--- config.mk ---
export PLATFORM = sky130hd
export DESIGN_NAME = pe_group_sched
export DESIGN_NICKNAME = d
export VERILOG_FILES = /design/src/rtl/pe_group_sched.sv
export SDC_FILE = /design/constraint.sdc
export NUM_CORES = 1
export LEC_CHECK = 0
export CAP_MARGIN = 20
export CORE_MARGIN = 3
export CORE_UTILIZATION = 55
export CTS_CLUSTER_SIZE = 12
export DETAILED_ROUTE_END_ITERATION = 7
export PLACE_DENSITY = 0.8
export SLEW_MARGIN = 20
export SYNTH_ARGS = -nofsm -noshare
export SYNTH_HDL_FRONTEND = slang
export SYNTH_SLANG_ARGS = --single-unit
--- constraint.sdc ---
create_clock -name clk -period 6.2 [get_ports clk]
set_input_delay 0.62 -clock clk [delete_from_list [all_inputs] [get_ports clk]]
set_output_delay 0.62 -clock clk [all_outputs]
set_load 0.03 [all_outputs]
--- src/rtl/pe_group_sched.sv ---
// ============================================================================
// pe_group_sched -- per-job tile/beat sequencer for a PE group   (rev 1.0)
// ============================================================================
`default_nettype none

module pe_group_sched #(
  parameter int DRAIN_MAX = 4
) (
  input  logic        clk,
  input  logic        rst,
  input  logic        start,
  input  logic        abort,
  input  logic [3:0]  layer_cfg,
  input  logic [9:0]  beat_cfg,
  input  logic [7:0]  tile_cfg,
  input  logic        wb_en,
  output logic [2:0]  process,
  output logic [3:0]  layer,
  output logic [15:0] rd_addr,
  output logic [7:0]  tile_idx,
  output logic        finish_flag,
  output logic        busy,
  output logic        done,
  output logic        err
);

  localparam int DW = $clog2(DRAIN_MAX + 1);

  typedef enum logic [2:0] {
    S_IDLE  = 3'd0,
    S_INIT  = 3'd1,
    S_RUN   = 3'd2,
    S_DRAIN = 3'd3,
    S_DONE  = 3'd4
  } state_e;

  state_e        state_q, state_d;
  logic [3:0]    layer_q, layer_d;
  logic [9:0]    beats_q, beats_d;
  logic [7:0]    tiles_q, tiles_d;
  logic [15:0]   rd_addr_q, rd_addr_d;
  logic [7:0]    tile_q, tile_d;
  logic [9:0]    beat_ctr_q, beat_ctr_d;
  logic [10:0]   wb_ctr_q, wb_ctr_d;
  logic [DW-1:0] drain_q, drain_d;
  logic          err_q, err_d;

  logic          cfg_ok;
  logic [10:0]   wb_total;
  logic          wb_reached;

  assign cfg_ok = ((layer_cfg == 4'd1) || (layer_cfg == 4'd3) ||
                   (layer_cfg == 4'd4) || (layer_cfg == 4'd5)) &&
                  (beat_cfg != 10'd0) && (tile_cfg != 8'd0);

  // Write-backs landing in the current cycle count toward the drain exit.
  assign wb_total   = wb_ctr_q + {10'd0, wb_en};
  assign wb_reached = (wb_total >= {1'b0, beats_q});

  always_comb begin
    state_d    = state_q;
    layer_d    = layer_q;
    beats_d    = beats_q;
    tiles_d    = tiles_q;
    rd_addr_d  = rd_addr_q;
    tile_d     = tile_q;
    beat_ctr_d = beat_ctr_q;
    wb_ctr_d   = wb_ctr_q;
    drain_d    = drain_q;
    err_d      = 1'b0;

    if (abort && (state_q != S_IDLE)) begin
      state_d    = S_IDLE;
      rd_addr_d  = 16'd0;
      tile_d     = 8'd0;
      beat_ctr_d = 10'd0;
      wb_ctr_d   = 11'd0;
      drain_d    = '0;
    end else begin
      case (state_q)
        S_IDLE: begin
          if (start && !abort) begin
            if (cfg_ok) begin
              layer_d    = layer_cfg;
              beats_d    = beat_cfg;
              tiles_d    = tile_cfg;
              rd_addr_d  = 16'd0;
              tile_d     = 8'd0;
              beat_ctr_d = 10'd0;
              wb_ctr_d   = 11'd0;
              drain_d    = '0;
              state_d    = S_INIT;
            end else begin
              err_d = 1'b1;
            end
          end
        end
        S_INIT: begin
          beat_ctr_d = 10'd0;
          wb_ctr_d   = 11'd0;
          drain_d    = '0;
          state_d    = S_RUN;
        end
        S_RUN: begin
          rd_addr_d  = rd_addr_q + 16'd1;
          beat_ctr_d = beat_ctr_q + 10'd1;
          wb_ctr_d   = wb_total;
          if (beat_ctr_q == beats_q - 10'd1) begin
            state_d = S_DRAIN;
          end
        end
        S_DRAIN: begin
          wb_ctr_d = wb_total;
          drain_d  = drain_q + DW'(1);
          if (wb_reached || (drain_q == DW'(DRAIN_MAX - 1))) begin
            err_d = !wb_reached;
            if (tile_q < tiles_q - 8'd1) begin
              tile_d  = tile_q + 8'd1;
              state_d = S_INIT;
            end else begin
              state_d = S_DONE;
            end
          end
        end
        S_DONE:  state_d = S_IDLE;
        default: state_d = S_IDLE;
      endcase
    end
  end

  always_ff @(posedge clk or negedge rst) begin
    if (!rst) begin
      state_q    <= S_IDLE;
      layer_q    <= 4'd0;
      beats_q    <= 10'd0;
      tiles_q    <= 8'd0;
      rd_addr_q  <= 16'd0;
      tile_q     <= 8'd0;
      beat_ctr_q <= 10'd0;
      wb_ctr_q   <= 11'd0;
      drain_q    <= '0;
      err_q      <= 1'b0;
    end else begin
      state_q    <= state_d;
      layer_q    <= layer_d;
      beats_q    <= beats_d;
      tiles_q    <= tiles_d;
      rd_addr_q  <= rd_addr_d;
      tile_q     <= tile_d;
      beat_ctr_q <= beat_ctr_d;
      wb_ctr_q   <= wb_ctr_d;
      drain_q    <= drain_d;
      err_q      <= err_d;
    end
  end

  assign process     = state_q;
  assign layer       = layer_q;
  assign rd_addr     = rd_addr_q;
  assign tile_idx    = tile_q;
  assign finish_flag = (state_q == S_DRAIN);
  assign busy        = (state_q != S_IDLE);
  assign done        = (state_q == S_DONE);
  assign err         = err_q;

endmodule

`default_nettype wire

==> results.ini <==
[status]
outcome=finished, final reports clean

[hold_path]
hp-class=primary input to async pin

[yosys]
synth_cells=484
synth_nets=537
syn_area_um2=4484
muxShareOfSynthArea_pct=5.776
synth_xor_area_share_pct=5.664
synthArstFlopShare_pct=100.0
yosysWarnings=0
synth_flop_cell=dfrtp_1
ys_ff_latch=74
synth-simple-area-share_pct=19.00
synth_top_family_by_area=simple AND/OR/NAND/NOR gates
synth_edf_count=0
syn_avg_cell_area_um2=9.265
synth_cell_types=54
synth_fa_ha_area_share_pct=7.254
yosysSeqAreaShare_pct=41.29
synth_compound_area_share_pct=17.80

[clocking]
root_buffer=clkbuf_8
post_cts_buffers=0
clock_sinks=74
cts_resized=0
ctsHoldBuffers=0
cts_tree=built
cts_made_buffers=9
h-tree-depth=3
clock_latency_ns=0.36
clk_path_buf_depth=2
cts.clk_slew.worst_paths_ns=0.08

[timing]
min_period_over_period_pct=54.46
finalMaxSlewViolations=0
hold_viol_final=0
rsz0062_at_grt=no
setup_slack_ns=2.824
slew-limit-headroom_pct=37.42
tightest_slew_ns=0.9386
maxClockFrequency_mhz=296.2
final-setup-viol-count=0
finalCriticalPeriod_ns=3.376
skew_ns=0.01096
fin_setup_tns_ns=0

[critical_path]
regToRegSetupSlack_ns=3.06
cp_max_fo=4
crit_family=simple AND/OR/NAND/NOR gates
cp_num_buf_inv=1
start_kind=primary input
crit_cells=13
rr_worst_depth=10
cp-end-kind=flop
worstPathRequired_ns=6.50
slowest_delay_ns=0.46
r2r-end=tile_idx[6]
worst_ep_arrival_time_ns=3.67
slowest_stage=clkdlybuf4s50_1
path_cells=clkdlybuf4s50_1 -> ha_1 -> nand3_1 -> nor2_1 -> and3_1 -> and3_1 -> xor2_1 -> ha_1 -> a21oi_1 -> and4_4 -> o2111ai_2 -> o211ai_1 -> mux2_2
r2r_start=tiles_q[5]
crit_type=primary input to flop

[floorplan]
dieArea_um2=9273
start_util_pct=57.44
num_rows=32
die_y_um=96.30
ioPinCount=62
fp.dieW_um=96.30
coreArea_um2=7807

[placed_design]
dp_slack_ns=2.449
dp_hpwl_um=7656
globalplace.congestion=0.8381
port_buffers=61

[detailed_routing]
viasPerCell=6.123
top_layer=met4
drt_iter0_drc=197
via_count=3980
postRouteAntennaNets=0
met3_length_um=449
detail_route.wl_per_cell_um=16.68
dr.pass1.iters=5
wl_met2_um=5256
wl_um=10840
drt-met1-wl_um=4983
remaining_drc_errors=0

[grt]
grtUsageTotal_pct=25.41
grt_pass1_wl_um=18290
grt_pass1_vias=3836
grt-ovfl-total=0
grt_max_degree=75
antenna_found_initial=0

[cells_and_area]
regArea_um2=1852
layout-drive-gt1-share_pct=8.394
syn2layout_area_growth_pct=20.23
num-fill-cells=607
multiInputGateArea_um2=2497
fin_nets=596
n_antenna_cell=0

[power]
power.total_mw=1.355
power_density_nw_per_um2=251.3
irDropWorstVdd_mv=0.1630
p_leak_nw=2.422

[run]
maxCapViolations=0

==> cells in the final DEF, fill, tap and decap left out, types with 4 or more instances in the layout <==
cell	instances
nand2_1	43
ha_1	26
xnor2_1	13
o21ai_0	57
a211o_1	5
mux2_2	18
clkdlybuf4s50_1	60
nand4_1	9
nor4_1	15
a21oi_1	13
dfrtp_1	74
a31oi_1	9
o211ai_1	4
clkbuf_8	11
mux2_1	5
inv_1	24
xor2_1	16
a22o_1	9
nor2_1	38
nor3_1	9
and3_1	18
nand3_1	15
o31ai_1	5
o22ai_1	4
==> area by class of cell <==
| type | count | share of cell area, % |
|---|---|---|
| Clock buffer | 12 | 2.878 |
| Clock inverter | 4 | 0.9283 |
| Inverter | 24 | 1.671 |
| Multi-Input combinational cell | 372 | 46.32 |
| Sequential cell | 74 | 34.35 |
| Tap cell | 102 | 2.367 |
| Timing Repair Buffer | 62 | 11.49 |
==> worst reg2reg max path: stages (launching register included) <==
cell and delay [ns]:
dfrtp_1 0.41, or4_1 0.55, nor4_1 0.25, xnor2_1 0.11, ha_1 0.20, nor3_1 0.12, o21ai_0 0.10, o22ai_1 0.61
nand4_1 0.19, and3_1 0.23, a211o_1 0.26
==> logic make-up after synthesis <==
kind of cell | Yosys count
and+or+nand+nor | 168
adders and majority gates | 26
AOI/OAI and AO/OA | 126
muxes | 23
xor gates and xnor gates | 29
DFF | 74
buffers and inverters | 38
==> how the worst max path moves through the flow <==
stage | start | to
6_report | wb_en | tile_idx[0]
5_1_grt | wb_en | tile_idx[0]
4_1_cts | abort | beats_q[4]
3_5_place_dp | abort | beats_q[4]
3_3_place_gp | wb_en | tile_idx[0]
2_1_floorplan | wb_en | tile_idx[4]
==> registers in the layout, summed over array words and instances (netlist names) <==
| signal | cells |
|---|---|
| beat_ctr_q | 10 |
| beats_q | 10 |
| drain_q | 3 |
| err | 1 |
| layer | 4 |
| process | 3 |
| rd_addr | 16 |
| tile_idx | 8 |
| tiles_q | 8 |
| wb_ctr_q | 11 |
==> cell usage after synthesis (all sizes together), types with 9 or more instances <==
cell type	count	area share (%)
and3	18	2.5
o21ai	59	6.6
a21oi	13	1.5
nand4	10	1.5
nor3	9	1.0
inv	24	2.0
nor4	15	2.1
mux2	23	5.8
ha	26	7.3
nand3	17	2.0
nor2	38	3.2
xor2	16	3.1
a31oi	9	1.3
a22o	9	1.8
xnor2	13	2.5
clkbuf	12	1.0
nand2	44	3.7
dfrtp	74	41
==> per-layer routing <==
| layer | vias up | track usage [%] |
|---|---|---|
| met5 | - | 0 |
| met4 | 0 | 9.112 |
| met3 | 10 | 4.300 |
| met2 | 91 | 41.40 |
| met1 | 1980 | 34.13 |
| li1 | 1899 | - |
==> where the power goes <==
group / internal (mW) / switching (mW)
registers: 0.533 / 0.0639
clock network: 0.207 / 0.188
logic: 0.165 / 0.197
total: 0.906 / 0.449
==> metrics by stage <==
| stage | util, % | cells | hold WS (ns) | area [um^2] |
|---|---|---|---|---|
| after floorplan | - | 484 | 0.3244 | 4484 |
| final | 69.05 | 650 | 0.3905 | 5391 |
| after CTS | 68.80 | 649 | 0.4310 | 5371 |
| after global routing | 69.05 | 650 | 0.4676 | 5391 |
| after detailed placement | 66.17 | 633 | 0.4775 | 5166 |
| after global placement | 66.17 | 633 | 0.4723 | 5166 |
Power figures use the tool's default switching activity.
